**config.mk**
```make
export PLATFORM = sky130hd
export DESIGN_NAME = alu_arbiter
export DESIGN_NICKNAME = d
export VERILOG_FILES = /design/src/rtl/alu_pkg.sv /design/src/rtl/rr_arb2.sv /design/src/rtl/alu_arbiter.sv
export SDC_FILE = /design/constraint.sdc
export NUM_CORES = 1
export LEC_CHECK = 0
export CORE_MARGIN = 10
export CORE_UTILIZATION = 41
export DETAILED_ROUTE_END_ITERATION = 12
export PLACE_DENSITY_LB_ADDON = 0.2
export SLEW_MARGIN = 40
export SYNTH_ARGS = -nofsm -noshare
export SYNTH_HDL_FRONTEND = slang
export SYNTH_SLANG_ARGS = --single-unit
```
**constraint.sdc**
```tcl
create_clock -name clk -period 2.7 [get_ports clk]
set_clock_uncertainty 0.2 [all_clocks]
set_input_delay 0.405 -clock clk [delete_from_list [all_inputs] [get_ports clk]]
set_output_delay 0.405 -clock clk [all_outputs]
set_load 0.01 [all_outputs]
```
**src/rtl/alu_pkg.sv**
```systemverilog
// Shared types and constants for the two-requester ALU arbiter.
package alu_pkg;

   localparam int unsigned ALU_DW = 32;

   typedef enum logic [1:0] {
      ADD = 2'd0,
      SUB = 2'd1,
      AND = 2'd2,
      OR  = 2'd3
   } alu_op_e;

   typedef enum logic [1:0] {
      IDLE,
      ISSUE,
      WAIT,
      RESP
   } arb_state_e;

endpackage

```
**src/rtl/rr_arb2.sv**
```systemverilog
// Two-way combinational arbiter. ALU_ARB_RR_EN selects round-robin ties,
// otherwise requester 0 has fixed priority.
module rr_arb2 (
   input  logic valid0,
   input  logic valid1,
   input  logic last_grant,
   output logic grant,
   output logic any_valid
);

   assign any_valid = valid0 | valid1;

`ifdef ALU_ARB_RR_EN
   // On a tie, favour whoever did not win the previous accept
   assign grant = (valid0 && valid1) ? ~last_grant : valid1;
`else
   logic unused_last_grant;
   assign unused_last_grant = last_grant;
   assign grant = ~valid0 & valid1;
`endif

endmodule

```
**src/rtl/alu_arbiter.sv**
```systemverilog
// Shares one registered ALU between two requesters, returning tagged results.
// Optional ALU_ARB_RR_EN enables round-robin tie-breaking in rr_arb2.
module alu_arbiter
   import alu_pkg::*;
#(
   parameter int unsigned DW = ALU_DW
) (
   input  logic          clk,
   input  logic          rst_n,
   input  logic          req0_valid,
   output logic          req0_ready,
   input  logic [DW-1:0] req0_a,
   input  logic [DW-1:0] req0_b,
   input  logic [1:0]    req0_op,
   input  logic          req1_valid,
   output logic          req1_ready,
   input  logic [DW-1:0] req1_a,
   input  logic [DW-1:0] req1_b,
   input  logic [1:0]    req1_op,
   output logic          rsp_valid,
   input  logic          rsp_ready,
   output logic          rsp_id,
   output logic [DW-1:0] rsp_data,
   output logic [DW-1:0] alu_a,
   output logic [DW-1:0] alu_b,
   output logic [1:0]    alu_op,
   output logic          alu_ena,
   input  logic [DW-1:0] alu_ans
);

   arb_state_e    state_q, state_d;
   logic          grant, any_valid, accept, last_grant;
   logic [DW-1:0] a_q, b_q, rsp_data_q;
   alu_op_e       op_q;
   logic          id_q, rsp_id_q;

`ifdef ALU_ARB_RR_EN
   logic last_grant_q;

   always_ff @(posedge clk or negedge rst_n) begin
      if (!rst_n) begin
         last_grant_q <= 1'b1;
      end else if (accept) begin
         last_grant_q <= grant;
      end
   end

   assign last_grant = last_grant_q;
`else
   assign last_grant = 1'b0;
`endif

   rr_arb2 u_arb (
      .valid0     (req0_valid),
      .valid1     (req1_valid),
      .last_grant (last_grant),
      .grant      (grant),
      .any_valid  (any_valid)
   );

   always_comb begin
      state_d    = state_q;
      req0_ready = 1'b0;
      req1_ready = 1'b0;
      accept     = 1'b0;
      alu_ena    = 1'b0;
      rsp_valid  = 1'b0;
      unique case (state_q)
         IDLE: begin
            req0_ready = req0_valid & ~grant;
            req1_ready = req1_valid & grant;
            accept     = any_valid;
            if (any_valid) state_d = ISSUE;
         end
         ISSUE: begin
            alu_ena = 1'b1;
            state_d = WAIT;
         end
         WAIT: state_d = RESP;
         RESP: begin
            rsp_valid = 1'b1;
            if (rsp_ready) state_d = IDLE;
         end
      endcase
   end

   always_ff @(posedge clk or negedge rst_n) begin
      if (!rst_n) begin
         state_q    <= IDLE;
         a_q        <= '0;
         b_q        <= '0;
         op_q       <= ADD;
         id_q       <= 1'b0;
         rsp_data_q <= '0;
         rsp_id_q   <= 1'b0;
      end else begin
         state_q <= state_d;
         if (accept) begin
            a_q  <= grant ? req1_a : req0_a;
            b_q  <= grant ? req1_b : req0_b;
            op_q <= alu_op_e'(grant ? req1_op : req0_op);
            id_q <= grant;
         end
         // ALU result becomes valid one edge after the enable cycle
         if (state_q == WAIT) begin
            rsp_data_q <= alu_ans;
            rsp_id_q   <= id_q;
         end
      end
   end

   assign alu_a    = a_q;
   assign alu_b    = b_q;
   assign alu_op   = op_q;
   assign rsp_data = rsp_data_q;
   assign rsp_id   = rsp_id_q;

endmodule
```
Yosys cells after proc, flatten, opt, wreduce, memory -nomap -nowiden. Index checks and enable logic that the tools add are counted.

Divide/modulo/power cells: 0. Muxes and demuxes: 11. Bitwise gates (word level): 6. Reduce and logical (&&, ||, !) cells: 2. Multiply operators: 0. Add/subtract/negate cells: 0. Order comparisons: 0. Shifts and indexed selects: 0. Equal/unequal tests: 5.

Operators by type and width (count): $mux 32 (2); $pmux 2 s4 (1); $mux 2 (3); $mux 1 (5); $eq 2x2->1 const B (2); $ne 2x2->1 const B (2); $and 1x1->1 (3); $eq 2x1->1 const B (1); $logic_not 2->1 (1); $not 1->1 (2); $reduce_and 2->1 (1); $or 1x1->1 (1).

Input port bits: 169. Memories: 0. Logic and storage cells: 31. ROM bits: 0. Memory bits (writable): 0. Output and inout port bits: 103. Latch bits: 0. Flip-flop bits (word level): 102.

Depth between registers and ports, before layout.
Depth after elaboration: 5. Depth in mapped cells: 8. Depth with buffers taken out: 5.

Hierarchy. From an unflattened synthesis, not the netlist that was laid out.

Cells, all modules: 381. Area, all modules: 4549.4 sq um.

By module, submodules not included: alu_arbiter (area each 4536.9 sq um, times used 1, sequential area each 2552.4 sq um, cells each 379); rr_arb2 (area each 12.5 sq um, times used 1, sequential area each 0.0 sq um, cells each 2).

Worst setup path after synthesis. Ideal clock, no wire load.

Kind: reg-to-reg. From: reg state_q[0]. To: reg rsp_data_q[10], in the netlist rsp_data[10]. Path slack: 1.052 ns. Path buffers: 2. Clock period less this slack: 1.648 ns. Setup time: 0.125 ns. Data arrival time: 1.323 ns. Data required time: 2.375 ns. Cell stages (with the launch flop): 6. Cell sequence: dfrtp_1 inv_1 ha_1 buf_2 buf_2 mux2_2.

Cells in the longest elaborated chain, start to end: 1.

RTL lines: start, declared (line alu_arbiter.sv:31) `arb_state_e state_q, state_d;`; start signal, assigned (line alu_arbiter.sv:97) `state_q <= state_d;`; $eq 2x2->1 (line alu_arbiter.sv:105) `if (state_q == WAIT) begin`; end signal, assigned (line alu_arbiter.sv:106) `rsp_data_q <= alu_ans;`; end, declared (line alu_arbiter.sv:33) `logic [DW-1:0] a_q, b_q, rsp_data_q;`.

Every way passes these cells. A chain may end at the register's enable or synchronous reset.

Worst setup path after layout.
From: reg state_q[0]. To: out req1_ready.

Cells in the longest elaborated chain, start to end: 2.

RTL lines: $logic_not 2->1 (line alu_arbiter.sv:68) `unique case (state_q)`; $mux 1 (line alu_arbiter.sv:68); end, declared (line alu_arbiter.sv:16) `output logic req1_ready,`.

Every way passes these cells.

==> report_table.html <==
<table>
<tr><th>Metric</th><th>Value</th></tr>
<tr><th colspan="2">Final layout</th></tr>
<tr><td>Final-layout fill cell count</td><td>around 840</td></tr>
<tr><td>Fraction of layout cells with a size suffix above 1</td><td>9.08%</td></tr>
<tr><td>Area grow syn2layout</td><td>67.7%</td></tr>
<tr><td>Number of antenna cells inserted</td><td>0</td></tr>
<tr><td>Seq. cell area</td><td>0.00255 mm²</td></tr>
<tr><td>Final Net Count</td><td>886</td></tr>
<tr><td>Area of combinational cells with multiple inputs</td><td>0.00178 mm²</td></tr>
<tr><th colspan="2">Route</th></tr>
<tr><td>DRC viols</td><td>0</td></tr>
<tr><td>DR vias</td><td>4423</td></tr>
<tr><td>Initial DRT Pass Iterations</td><td>4</td></tr>
<tr><td>Routed len/inst</td><td>19.7 µm</td></tr>
<tr><td>Via density per instance</td><td>around 5.2</td></tr>
<tr><td>Sum of routed wire length over all layers</td><td>16800 µm</td></tr>
<tr><td>Initial DRC Count</td><td>318</td></tr>
<tr><td>Antenna-violating nets left</td><td>0</td></tr>
<tr><th colspan="2">Clock network</th></tr>
<tr><td>Clock tree from TritonCTS</td><td>done</td></tr>
<tr><td>Post-CTS Setup Inserts</td><td>0</td></tr>
<tr><td>Maximum level of the CTS H-tree</td><td>3</td></tr>
<tr><td>Clock insertion delay at the later pin of the skew report</td><td>370 ps</td></tr>
<tr><td>Clock root buffer</td><td>sky130_fd_sc_hd__clkbuf_8</td></tr>
<tr><td>Hold buffer count at cts</td><td>1</td></tr>
<tr><td>Number of clock sinks seen by CTS</td><td>102</td></tr>
<tr><td>Number of gates resized after cts</td><td>0</td></tr>
<tr><td>Buffers from clock root to sink, at most</td><td>2</td></tr>
<tr><td>Clock-pin slew on the worst setup and hold paths</td><td>90 ps</td></tr>
<tr><td>Clock buffers created by TritonCTS</td><td>9</td></tr>
<tr><th colspan="2">Global route</th></tr>
<tr><td>Global-route wire length before repair</td><td>26100 µm</td></tr>
<tr><td>Met2 Usage GRT</td><td>roughly 37%</td></tr>
<tr><td>Most Used Layer, Global Route</td><td>met2</td></tr>
<tr><td>Remaining global-route overflow</td><td>0</td></tr>
<tr><td>Total routing usage reported by global routing</td><td>between 20% and 30%</td></tr>
<tr><td>Number of global-route vias before repair</td><td>about 4700</td></tr>
<tr><td>Met3 track utilization from global routing</td><td>under 10%</td></tr>
<tr><td>Initial antenna violation count</td><td>0</td></tr>
<tr><td>Global Route met1 Usage</td><td>22.2%</td></tr>
<tr><td>Pin count of the biggest net entering global routing</td><td>81</td></tr>
<tr><th colspan="2">Critical path</th></tr>
<tr><td>Worst Setup End Kind</td><td>output port</td></tr>
<tr><td>Launching element type of the critical path</td><td>register</td></tr>
<tr><td>Ordered cell list for the critical path</td><td>inv_1, ha_1, and2_1, clkdlybuf4s50_1</td></tr>
<tr><td>Stage delay of the slowest cell on the critical path</td><td>about 560 ps</td></tr>
<tr><td>Reg2reg end</td><td>rsp_data[15]</td></tr>
<tr><td>Slowest CP cell</td><td>sky130_fd_sc_hd__clkdlybuf4s50_1</td></tr>
<tr><td>Worst-case register-to-register setup slack</td><td>660 ps</td></tr>
<tr><td>Maximum net fanout on the critical path</td><td>4</td></tr>
<tr><td>Critical setup path kind</td><td>reg2out</td></tr>
<tr><td>Cell count of the worst reg-to-reg path</td><td>4</td></tr>
<tr><td>Beginning of the worst register-to-register path</td><td>state_q[0]</td></tr>
<tr><td>Worst endpoint required time</td><td>about 2100 ps</td></tr>
<tr><td>Data arrival time of the critical path</td><td>1870 ps</td></tr>
<tr><th colspan="2">Timing</th></tr>
<tr><td>Max-slew violation total from the final report</td><td>0</td></tr>
<tr><td>Final hold violations</td><td>0</td></tr>
<tr><td>Highest attainable clock frequency</td><td>404 MHz</td></tr>
<tr><td>Unrepaired setup endpoints after global routing</td><td>no</td></tr>
<tr><td>Setup violation total in the final timing report</td><td>0</td></tr>
<tr><td>Period minus WS final</td><td>about 2500 ps</td></tr>
<tr><td>Max_slew headroom</td><td>50.9%</td></tr>
<tr><td>Final sum of negative setup slack</td><td>0 ps</td></tr>
<tr><td>Final period util</td><td>91.8%</td></tr>
<tr><td>Worst-margin pin slew</td><td>737 ps</td></tr>
<tr><th colspan="2">Hold path</th></tr>
<tr><td>Hold Crit Depth</td><td>2</td></tr>
<tr><td>Worst Hold End</td><td>alu_b[25]</td></tr>
<tr><td>Worst hold start</td><td>alu_b[25]</td></tr>
<tr><td>Tightest Hold Check Type</td><td>reg2reg</td></tr>
<tr><th colspan="2">Logic synthesis</th></tr>
<tr><td>Post-Syn Instances</td><td>459</td></tr>
<tr><td>Synth Cell Area</td><td>roughly 0.0045 mm²</td></tr>
<tr><td>Proportion of synthesized chip area in sequential cells</td><td>between 50% and 60%</td></tr>
<tr><td>Yosys warning total</td><td>0</td></tr>
<tr><td>Number of synthesized register bits</td><td>a little over 100</td></tr>
<tr><td>Library cells used by synthesis</td><td>17</td></tr>
<tr><td>Total nets after synthesis</td><td>633</td></tr>
<tr><td>Average size of a mapped cell</td><td>9.85 µm²</td></tr>
<tr><th colspan="2">Floorplan</th></tr>
<tr><td>Die span in y</td><td>125 µm</td></tr>
<tr><td>Effective utilization at floorplan</td><td>between 40% and 50%</td></tr>
<tr><td>Number of placed I/O pins</td><td>272</td></tr>
<tr><td>Die W</td><td>125 µm</td></tr>
<tr><td>Core area</td><td>0.0108 mm²</td></tr>
<tr><td>Standard-cell row count</td><td>38</td></tr>
<tr><td>Die outline area</td><td>0.0156 mm²</td></tr>
<tr><th colspan="2">Outcome</th></tr>
<tr><td>Run status</td><td>finished clean</td></tr>
<tr><th colspan="2">Placement</th></tr>
<tr><td>Gpl congestion</td><td>0.891</td></tr>
<tr><td>Placed wire-length estimate after detailed placement</td><td>12700 µm</td></tr>
<tr><td>Port Buffer Count</td><td>approximately 270</td></tr>
<tr><th colspan="2">Power and ir drop</th></tr>
<tr><td>Pwr Total</td><td>7880 µW</td></tr>
<tr><td>Leakage dissipation</td><td>0.00322 µW</td></tr>
<tr><td>Maximum vdd ir drop</td><td>between 0.5 and 0.6 mV</td></tr>
<tr><td>Ratio of total power to cell area</td><td>1040 mW/mm²</td></tr>
<tr><th colspan="2">Run</th></tr>
<tr><td>Count of max-cap constraint violations</td><td>0</td></tr>
</table>
cell type report:
type,count,share of cell area (%)
clock inverter,3,0.561
sequential,102,33.7
clock buffer,12,2.18
multi-input combinational,314,23.5
inverter,2,0.0990
tap,140,2.31
timing repair buffer,283,37.7
state kept, by name (all words and copies together), names as in the netlist:
register,flops
alu_a,32
alu_b,32
alu_op,2
id_q,1
rsp_data,32
rsp_id,1
state_q,2
cell usage in the layout (no fill, tap or decap), drive strengths merged:
cell type | netlist | layout
clkinv | 0 | 1
o21ai | 1 | 1
dlygate4sd3 | 0 | 1
dfrtp | 102 | 102
and2 | 2 | 2
a21oi | 3 | 3
bufinv | 0 | 1
buf | 33 | 13
nand3 | 198 | 198
ha | 5 | 5
nor2 | 2 | 2
nor2b | 2 | 2
mux2i | 1 | 1
nand2 | 66 | 66
clkinvlp | 0 | 1
inv | 2 | 2
clkdlybuf4s50 | 0 | 269
mux2 | 34 | 34
clkbuf | 8 | 12
cell usage after synthesis, drive strengths merged:
| library cell | instances | area (µm²) |
|---|---|---|
| a21oi | 3 | 15.0 |
| buf | 33 | 178 |
| ha | 5 | 62.6 |
| clkbuf | 8 | 30.0 |
| o21ai | 1 | 8.76 |
| mux2 | 34 | 383 |
| nor2 | 2 | 7.51 |
| and2 | 2 | 12.5 |
| nand2 | 66 | 248 |
| nor2b | 2 | 15.0 |
| inv | 2 | 7.51 |
| mux2i | 1 | 10.0 |
| dfrtp | 102 | 2550 |
| nand3 | 198 | 991 |
report_power, final:
group          internal, µW  leakage, µW  total [µW]  switching (µW)
Sequential             2280      0.00124        2670             388
Clock                   499     0.000104        1030             529
Combinational          2280      0.00188        4190            1910
routing by layer:
metal	share of wire (%)	wire length (µm)	up-vias
met4	3.4	578	0
met1	37	6210	2130
met5	0	0	-
met2	52	8800	175
li1	-	-	2086
met3	7.5	1260	32
worst max-delay path: cells and delay by family, from the launching register on:
family,cells,cell delay [ps]
buffers and inverters,2,730
flip-flops,1,410
adder cells (fa/ha/maj),1,220
AND/OR/NAND/NOR,1,140
how the worst max path moves through the flow:
| stage | startpoint | end | slack [ps] | cells after the start |
|---|---|---|---|---|
| global route | state_q[0] | req0_ready | 60 | 4 |
| global placement | req1_valid | req1_ready | 350 | 4 |
| CTS | state_q[0] | req1_ready | 170 | 4 |
| floorplan | state_q[0] | rsp_data[10] | 1050 | 5 |
| finish | state_q[0] | req1_ready | 220 | 4 |
| detailed placement | req1_valid | req1_ready | 360 | 4 |
cell families (layout without fill, tap and decap cells):
logic type               after synthesis  in the layout  share of synthesized area, %
AND/OR/NAND/NOR                      270            270                          28.2
buffers and inverters                 43            300                          4.76
multiplexers                          35             35                          8.69
AO/OA/AOI/OAI                          4              4                         0.526
adder cells (fa/ha/maj)                5              5                          1.38
flip-flops                           102            102                          56.5
stage by stage:
stage / hold slack, ps / cell area, µm² / std cells / utilization [%] / setup slack (ps)
2_1_floorplan: -90.6 / 4520 / 459 / - / 1050
3_3_place_gp: 203 / 7360 / 840 / 67.9 / 350
3_5_place_dp: 202 / 7360 / 840 / 67.9 / 357
4_1_cts: 302 / 7580 / 856 / 69.9 / 173
5_1_grt: 321 / 7580 / 856 / 69.9 / 61.5
6_report: 296 / 7580 / 856 / 69.9 / 223
Power figures use the tool's default switching activity.
